File: src/rtl/sd_arb_pkg.sv
// Shared constants and helpers for the SD sector-port arbiter.
// State encodings are plain constants so legacy tools can compare them directly.
package sd_arb_pkg;

  localparam int unsigned SD_LBA_W     = 32;
  localparam int unsigned SECTOR_BYTES = 512;

  localparam logic [2:0] ST_SYNC  = 3'd0;
  localparam logic [2:0] ST_IDLE  = 3'd1;
  localparam logic [2:0] ST_ISSUE = 3'd2;
  localparam logic [2:0] ST_XFER  = 3'd3;
  localparam logic [2:0] ST_DONE  = 3'd4;

  // Modulo-n add for base < n and off <= n; wraps explicitly so non-power-of-2 n works.
  function automatic int unsigned rr_add(input int unsigned base, input int unsigned off,
                                         input int unsigned n);
    int unsigned s;
    s = base + off;
    return (s >= n) ? (s - n) : s;
  endfunction

endpackage

File: src/rtl/sd_sector_arbiter_rr_pick.sv
// Combinational round-robin picker: first set request at or after ptr_i, wrapping modulo NREQ.
module rr_pick
  import sd_arb_pkg::*;
#(
  parameter int unsigned NREQ = 2
) (
  input  logic [NREQ-1:0]         req_i,
  input  logic [$clog2(NREQ)-1:0] ptr_i,
  output logic                    any_o,
  output logic [$clog2(NREQ)-1:0] winner_o
);

  localparam int unsigned IW = $clog2(NREQ);

  int unsigned idx_c;

  // Scan farthest-first so the nearest requester to the pointer overwrites last and wins.
  always_comb begin
    any_o    = 1'b0;
    winner_o = '0;
    idx_c    = 0;
    for (int unsigned k = 0; k < NREQ; k++) begin
      idx_c = rr_add(32'(ptr_i), NREQ - 1 - k, NREQ);
      if (req_i[IW'(idx_c)]) begin
        any_o    = 1'b1;
        winner_o = IW'(idx_c);
      end
    end
  end

endmodule

File: src/rtl/sd_sector_arbiter.sv
// Round-robin arbiter sharing the single hps_io SD sector port between NREQ block requesters.
// One sector transaction at a time; owner/busy let the top level mux the sector buffer.
module sd_sector_arbiter
  import sd_arb_pkg::*;
#(
  parameter int unsigned NREQ    = 2,
  parameter int unsigned LBA_W   = SD_LBA_W,
  parameter int unsigned TIMEOUT = 0
) (
  input  logic                    clk_sys,
  input  logic                    reset,
  input  logic [NREQ-1:0]         req_valid,
  input  logic [NREQ-1:0]         req_we,
  input  logic [NREQ*LBA_W-1:0]   req_lba,
  output logic [NREQ-1:0]         req_grant,
  output logic [NREQ-1:0]         req_done,
  output logic                    req_err,
  output logic [$clog2(NREQ)-1:0] owner,
  output logic                    busy,
  output logic [LBA_W-1:0]        sd_lba,
  output logic                    sd_rd,
  output logic                    sd_wr,
  input  logic                    sd_ack
);

  localparam int unsigned OW     = $clog2(NREQ);
  localparam int unsigned TCNT_W = (TIMEOUT > 0) ? $clog2(TIMEOUT + 1) : 1;
  localparam logic [TCNT_W-1:0] TCNT_LAST = TCNT_W'(TIMEOUT - 1);

  logic [2:0]        state_q, state_d;
  logic [NREQ-1:0]   grant_q, grant_d;
  logic [NREQ-1:0]   done_q, done_d;
  logic              err_q, err_d;
  logic              busy_q, busy_d;
  logic              rd_q, rd_d;
  logic              wr_q, wr_d;
  logic              ack_q;
  logic [OW-1:0]     owner_q, owner_d;
  logic [OW-1:0]     rr_q, rr_d;
  logic [LBA_W-1:0]  lba_q, lba_d;
  logic [TCNT_W-1:0] tcnt_q, tcnt_d;

  logic              any_c;
  logic [OW-1:0]     win_c;
  logic [LBA_W-1:0]  lba_sel_c;
  logic              ack_fall_c;

  rr_pick #(.NREQ(NREQ)) u_rr_pick (
    .req_i    (req_valid),
    .ptr_i    (rr_q),
    .any_o    (any_c),
    .winner_o (win_c)
  );

  assign ack_fall_c = ack_q & ~sd_ack;

  always_comb begin
    lba_sel_c = '0;
    for (int unsigned i = 0; i < NREQ; i++) begin
      if (win_c == OW'(i)) lba_sel_c = req_lba[i*LBA_W +: LBA_W];
    end
  end

  // Next-state and registered-output logic.
  always_comb begin
    state_d = state_q;
    grant_d = grant_q;
    done_d  = '0;
    err_d   = 1'b0;
    owner_d = owner_q;
    rr_d    = rr_q;
    lba_d   = lba_q;
    rd_d    = rd_q;
    wr_d    = wr_q;
    tcnt_d  = tcnt_q;

    case (state_q)
      ST_SYNC: begin
        if (!sd_ack) state_d = ST_IDLE;
      end
      ST_IDLE: begin
        if (any_c) begin
          state_d = ST_ISSUE;
          owner_d = win_c;
          rr_d    = OW'(rr_add(32'(win_c), 1, NREQ));
          grant_d = NREQ'(1) << win_c;
          lba_d   = lba_sel_c;
          rd_d    = ~req_we[win_c];
          wr_d    = req_we[win_c];
          tcnt_d  = '0;
        end
      end
      ST_ISSUE: begin
        if (sd_ack) begin
          rd_d    = 1'b0;
          wr_d    = 1'b0;
          state_d = ST_XFER;
        end else if ((TIMEOUT != 0) && (tcnt_q == TCNT_LAST)) begin
          rd_d    = 1'b0;
          wr_d    = 1'b0;
          done_d  = grant_q;
          err_d   = 1'b1;
          grant_d = '0;
          state_d = ST_SYNC;
        end else if (tcnt_q != '1) begin
          tcnt_d = tcnt_q + TCNT_W'(1);
        end
      end
      ST_XFER: begin
        if (ack_fall_c) begin
          done_d  = grant_q;
          grant_d = '0;
          state_d = ST_DONE;
        end
      end
      ST_DONE: begin
        state_d = ST_IDLE;
      end
      default: begin
        rd_d    = 1'b0;
        wr_d    = 1'b0;
        grant_d = '0;
        state_d = ST_SYNC;
      end
    endcase

    busy_d = (state_d != ST_IDLE);
  end

  always_ff @(posedge clk_sys or posedge reset) begin
    if (reset) begin
      state_q <= ST_SYNC;
      grant_q <= '0;
      done_q  <= '0;
      err_q   <= 1'b0;
      busy_q  <= 1'b1;
      rd_q    <= 1'b0;
      wr_q    <= 1'b0;
      ack_q   <= 1'b0;
      owner_q <= '0;
      rr_q    <= '0;
      lba_q   <= '0;
      tcnt_q  <= '0;
    end else begin
      state_q <= state_d;
      grant_q <= grant_d;
      done_q  <= done_d;
      err_q   <= err_d;
      busy_q  <= busy_d;
      rd_q    <= rd_d;
      wr_q    <= wr_d;
      ack_q   <= sd_ack;
      owner_q <= owner_d;
      rr_q    <= rr_d;
      lba_q   <= lba_d;
      tcnt_q  <= tcnt_d;
    end
  end

  assign req_grant = grant_q;
  assign req_done  = done_q;
  assign req_err   = err_q;
  assign owner     = owner_q;
  assign busy      = busy_q;
  assign sd_lba    = lba_q;
  assign sd_rd     = rd_q;
  assign sd_wr     = wr_q;

  a_rd_wr_excl: assert property (@(posedge clk_sys) disable iff (reset) !(rd_q && wr_q));
  a_grant_1hot: assert property (@(posedge clk_sys) disable iff (reset) $onehot0(grant_q));

endmodule

File: config.mk
export PLATFORM = sky130hd
export DESIGN_NAME = sd_sector_arbiter
export DESIGN_NICKNAME = d
export VERILOG_FILES = /design/src/rtl/sd_arb_pkg.sv /design/src/rtl/sd_sector_arbiter_rr_pick.sv /design/src/rtl/sd_sector_arbiter.sv
export SDC_FILE = /design/constraint.sdc
export NUM_CORES = 1
export LEC_CHECK = 0
export ABC_AREA = 1
export CAP_MARGIN = 10
export CORE_ASPECT_RATIO = 1.75
export CORE_MARGIN = 8
export CORE_UTILIZATION = 35
export DETAILED_ROUTE_END_ITERATION = 6
export GPL_TIMING_DRIVEN = 0
export PLACE_DENSITY = 0.83
export SYNTH_ARGS = -nofsm -noshare
export SYNTH_HDL_FRONTEND = slang
export SYNTH_SLANG_ARGS = --single-unit
File: constraint.sdc
create_clock -name clk_sys -period 2.3 [get_ports clk_sys]
set_input_delay 0.345 -clock clk_sys [delete_from_list [all_inputs] [get_ports clk_sys]]
set_output_delay 0.345 -clock clk_sys [all_outputs]
set_load 0.005 [all_outputs]
Word-level counts from Yosys, hierarchy flattened --
Cells that the tools add are included.
Storage, ports and cells: bits in registers 45, input port bits 71, output and inout port bits 41, logic and storage cells 70
Cells by class: add/sub/neg operators 5, magnitude comparators 6, equal/unequal tests 8, shifts and indexed selects 1, mux-type cells 29, bitwise logic cells 5, reduce and logical (&&, ||, !) cells 6
Operators by type and width (count):
- 32-bit 2-to-1 mux | 1
- 1-bit 2-to-1 mux | 16
- 3-bit one-hot mux with 5 select lines | 1
- 3-bit 2-to-1 mux | 4
- 2-bit 2-to-1 mux | 4
- 3-bit by 2-bit == test with 1-bit output (second input constant) | 2
- 1-bit by 2-bit less-than comparator with 1-bit output (second input constant) | 3
- 2-bit != test (second input constant) | 3
- 1-bit one-hot mux with 3 select lines | 2
- 2-bit one-hot mux with 3 select lines | 1
- 3-bit AND reduction | 2
- 3-bit OR reduction | 2
- 1-bit by 1-bit adder with 2-bit output (second input constant) | 2
- 2-bit >= comparator (second input constant) | 2
- 1-bit inverter | 4
- 3-bit by 1-bit == test with 1-bit output (second input constant) | 1
- 3-bit == test (second input constant) | 1
- 3-bit logical NOT | 1
- 3-bit by 1-bit != test with 1-bit output (second input constant) | 1
- 1-bit subtractor (second input constant) | 3
- 1-bit by 2-bit >= comparator with 1-bit output (second input constant) | 1
- 2-bit AND reduction | 1
- 1-bit by 1-bit << shifter with 2-bit output (first input constant) | 1
- 1-bit AND | 1

Longest topological paths before layout --
word-level depth 12, depth in mapped cells 8, mapped depth without buffers 8

Modules after synthesis --
A second synthesis with hierarchy kept.
Second synthesis, totals: cell total of the unflattened synthesis 259, area total of the unflattened synthesis 2144.6 sq um
By module, submodules not included:
- sd_sector_arbiter | instances 1, cells each 255, area an instance 2125.8 sq um, seq. area each 1127.3 sq um
- rr_pick | instances 1, cells each 4, area an instance 18.8 sq um, seq. area each 0.0 sq um

Worst setup path after synthesis --
Ideal clock, no wire load.
path type register to register, from register state_q[1], to register lba_q[3] (netlist: sd_lba[3]), library setup time 0.068 ns, arrival time 1.088 ns, data required time 2.232 ns, path slack 1.144 ns, cell stages (with the launch flop) 9, buffers on the path 1, clock period less this slack 1.156 ns, cell sequence dfrtp_1 -> inv_2 -> nand2_2 -> nor2_4 -> nand2_4 -> nor2_8 -> buf_6 -> nand2_1 -> nand3_1
On the way: longest elaborated chain between the ends 2
Ends and longest elaborated chain:
- start: declaration | line sd_sector_arbiter.sv:30 | logic [2:0] state_q, state_d;
- start signal: assignment | line sd_sector_arbiter.sv:145 | state_q <= state_d;
- 3-bit by 1-bit == test with 1-bit output | line sd_sector_arbiter.sv:77 | case (state_q)
- 2-bit AND reduction (no line)
- end signal: assignment | line sd_sector_arbiter.sv:155 | lba_q <= lba_d;
- end: declaration | line sd_sector_arbiter.sv:40 | logic [LBA_W-1:0] lba_q, lba_d;
Every way passes these cells. A chain may end at the register's enable or synchronous reset.

Final worst setup path --
from register busy_q (netlist: busy), to output port busy
RTL lines:
- start: declaration | line sd_sector_arbiter.sv:34 | logic busy_q, busy_d;
- start signal: assignment | line sd_sector_arbiter.sv:149 | busy_q <= busy_d;
- end: declaration | line sd_sector_arbiter.sv:19 | output logic busy,
No word-level cell between the ends.

==> impl_metrics.csv <==
group,metric,value,unit
status,status,"finished, final reports clean",
setup_path,r2r_slack,900,ps
placed_design,port_buffers,110,
floorplanning,initial_utilization,35.8,%
power_and_ir_drop,ir_drop,0.000495,V
layout,finalNonFillerCells,456,
yosys,synth-seq-cells,45,
floorplanning,core,5790,µm²
setup_path,timing.rr.end,"sd_lba[18]",
yosys,synth_xor_area_share,0,%
setup_path,r2r_start,"state_q[2]",
clock_network,cts_buffer_depth,2,
sta,slew_violations,0,
layout,antennaDiodeCount,0,
setup_path,crit_fanout,1,
setup_path,slowest_delay,520,ps
power_and_ir_drop,p_per_area,1090,nW/µm²
detailed_routing,avgViaCountPerCell,4.60,
detailed_routing,drt_wl_total,6610,µm
setup_path,critical_path_class,"reg -> out",
setup_path,rr_worst_depth,6,
sta,fin_skew,7.28,ps
sta,hold_viol_final,0,
yosys,synth-compound-area-share,0.965,%
sta,post-route-period-util,71.5,%
clock_network,hold_buffers,0,
floorplanning,dieArea,8740,µm²
detailed_routing,via_count,2096,
placed_design,gp_congestion,0.872,
sta,worstMarginPinSlew,533,ps
placed_design,dp_hpwl,5390,µm
clock_network,ctsResizeCount,0,
hold_path,hold_class,"in -> async",
layout,n_fill_cell,535,
sta,fmax,608,MHz
setup_path,arrival,1300,ps
yosys,synth_top_family_by_area,"simple AND/OR/NAND/NOR gates",
yosys,synth-simple-area-share,37.9,%
placed_design,dp.cells,448,
yosys,syn_area,2070,µm²
setup_path,path_cells,"clkdlybuf4s50_1",
clock_network,cts_made_buffers,5,
detailed_routing,drc,0,
yosys,syn_inst,259,
global_route,grt_max_degree,25,
detailed_routing,dr.pass1.iters,4,
setup_path,worst-path-buf-inv,1,
global_route,antenna_found_initial,0,
layout,drive_gt1_share,8.20,%
yosys,syn_nets,330,
global_route,overflow,0,
sta,fin_ws,655,ps
floorplanning,die_h,118,µm
global_route,grt_pass1_vias,2225,
clock_network,cts_num_sinks,45,
placed_design,pre_cts_slack,515,ps
clock_network,cts_max_level,2,
floorplanning,ios,112,
power_and_ir_drop,leakage,0.00157,µW
clock_network,cts_tree,"yes",
setup_path,crit_family,"flip-flops",
yosys,ys_seq_area_share,54.3,%
detailed_routing,wl_per_cell,14.5,µm
yosys,avgSynthCellArea,8.01,µm²
layout,synthToLayoutAreaGrowth,63.0,%
yosys,synthAdderAreaFrac,0,%
yosys,muxShareOfSynthArea,0,%
sta,slew_headroom,64.4,%
flow_run,cap_violations,0,
floorplanning,die_w,74.2,µm
detailed_routing,antenna_left,0,
sta,finalSetupViolations,0,
global_route,grt_use_total,15.8,%
sta,rsz0062_at_grt,"false",
setup_path,critPathSlowestCell,"dfstp_2",
layout,nets,448,
setup_path,required,1960,ps
global_route,grt_pass1_wl,10900,µm
clock_network,cts.clk_slew.worst_paths,80,ps
layout,stdcell_area,3380,µm²
sta,finalCriticalPeriod,1640,ps
clock_network,worstSkewPairLatency,290,ps
clock_network,post_cts_buffers,0,
clock_network,clockRootBuffer,"clkbuf_8",
yosys,ys_warn_count,0,
yosys,yosysUniqueCellTypes,20,
floorplanning,rows,37,
detailed_routing,initialDrtViolationCount,127,
placed_design,dpl_cell_area,3300,µm²
setup_path,cp-start-kind,"register",
setup_path,critPathCaptureType,"output pin",
[layer usage]
layer / global-route usage (%) / wire, µm / vias up
met5: 0 / 0 / -
met4: 6.17 / 160 / 0
met3: 4.01 / 413 / 10
met2: 28.2 / 3600 / 68
met1: 16.6 / 2430 / 983
li1: - / - / 1035
[flip-flops by register name, summed over array words and instances (netlist names)]
signal     cells
req_grant      2
rr_q           1
req_done       2
busy           1
sd_rd          1
sd_wr          1
state_q        3
ack_q          1
owner          1
sd_lba        32
[report_power, final]
part	switching, µW	internal [µW]	total [µW]	leakage [µW]
clock	253	214	466	0.0000422
sequential	195	1150	1340	0.000561
combinational	854	1010	1860	0.000968
[cell type report]
type,instances,area [µm²],area share [%]
Timing Repair Buffer,111,1130,33.4
Sequential cell,45,1130,33.3
Multi-Input combinational cell,188,810,23.9
Tap cell,78,97.6,2.89
Buffer,11,81.3,2.40
Clock buffer,7,76.3,2.26
Inverter,15,56.3,1.66
Clock inverter,1,5.00,0.148
[through the flow]
stage | hold slack, ps | util [%] | power [µW] | TNS [ps]
global placement | 462 | 56.6 | 3180 | -28.1
finish | 410 | 58.4 | 3670 | 0
CTS | 421 | 58.4 | 3720 | 0
floorplan | 376 | - | 2210 | 0
global route | 462 | 58.4 | 3970 | 0
detailed placement | 476 | 57.0 | 3240 | 0
[kinds of logic (layout without fill, tap and decap cells)]
logic type	Yosys count	in the layout
AO/OA/AOI/OAI	4	4
buffers and inverters	26	145
flip-flops	45	45
other	1	1
AND/OR/NAND/NOR	183	183
[worst register-to-register path, delay by kind of cell, from the launching register on]
family	cells	cell delay, ps
buffers and inverters	2	380
DFF	1	450
and+or+nand+nor	4	510
[synth_stat cells]
| library cell | instances | area share [%] |
|---|---|---|
| inv_2 | 4 | 0.72 |
| dfstp_2 | 1 | 1.3 |
| o21ai_0 | 2 | 0.48 |
| dfrtp_1 | 44 | 53 |
| nand4_1 | 1 | 0.30 |
| nand3_1 | 36 | 8.7 |
| buf_4 | 3 | 1.1 |
| conb_1 | 1 | 0.18 |
| a21oi_1 | 2 | 0.48 |
| nor2_8 | 1 | 0.97 |
| nor3_1 | 1 | 0.24 |
| nor2_1 | 12 | 2.2 |
| inv_1 | 11 | 2.0 |
| nand2_4 | 1 | 0.54 |
| nor2_4 | 2 | 1.1 |
| buf_6 | 3 | 1.6 |
| buf_2 | 5 | 1.2 |
| nand3_2 | 1 | 0.48 |
| nand2_1 | 126 | 23 |
| nand2_2 | 2 | 0.60 |
[how the worst max path moves through the flow]
stage / start / cells after the start / to / slack [ps]
final: busy / 1 / busy / 660
after global routing: busy / 1 / busy / 620
after CTS: busy / 1 / busy / 640
after detailed placement: req_valid[0] / 7 / sd_lba[25] / 510
after global placement: reset / 2 / sd_lba[6] / -2
after floorplan: reset / 1 / ack_q / 900
[cell usage in the layout (no fill, tap or decap), types with 2 or more instances in the layout]
cell,n
a21oi_1,2
buf_2,5
buf_4,3
buf_6,3
clkbuf_1,2
clkbuf_8,5
clkdlybuf4s50_1,110
dfrtp_1,44
inv_1,10
inv_2,5
nand2_1,126
nand2_2,2
nand3_1,36
nor2_1,12
nor2_4,2
o21ai_0,2
No activity file was read; power rests on OpenSTA's default activity.
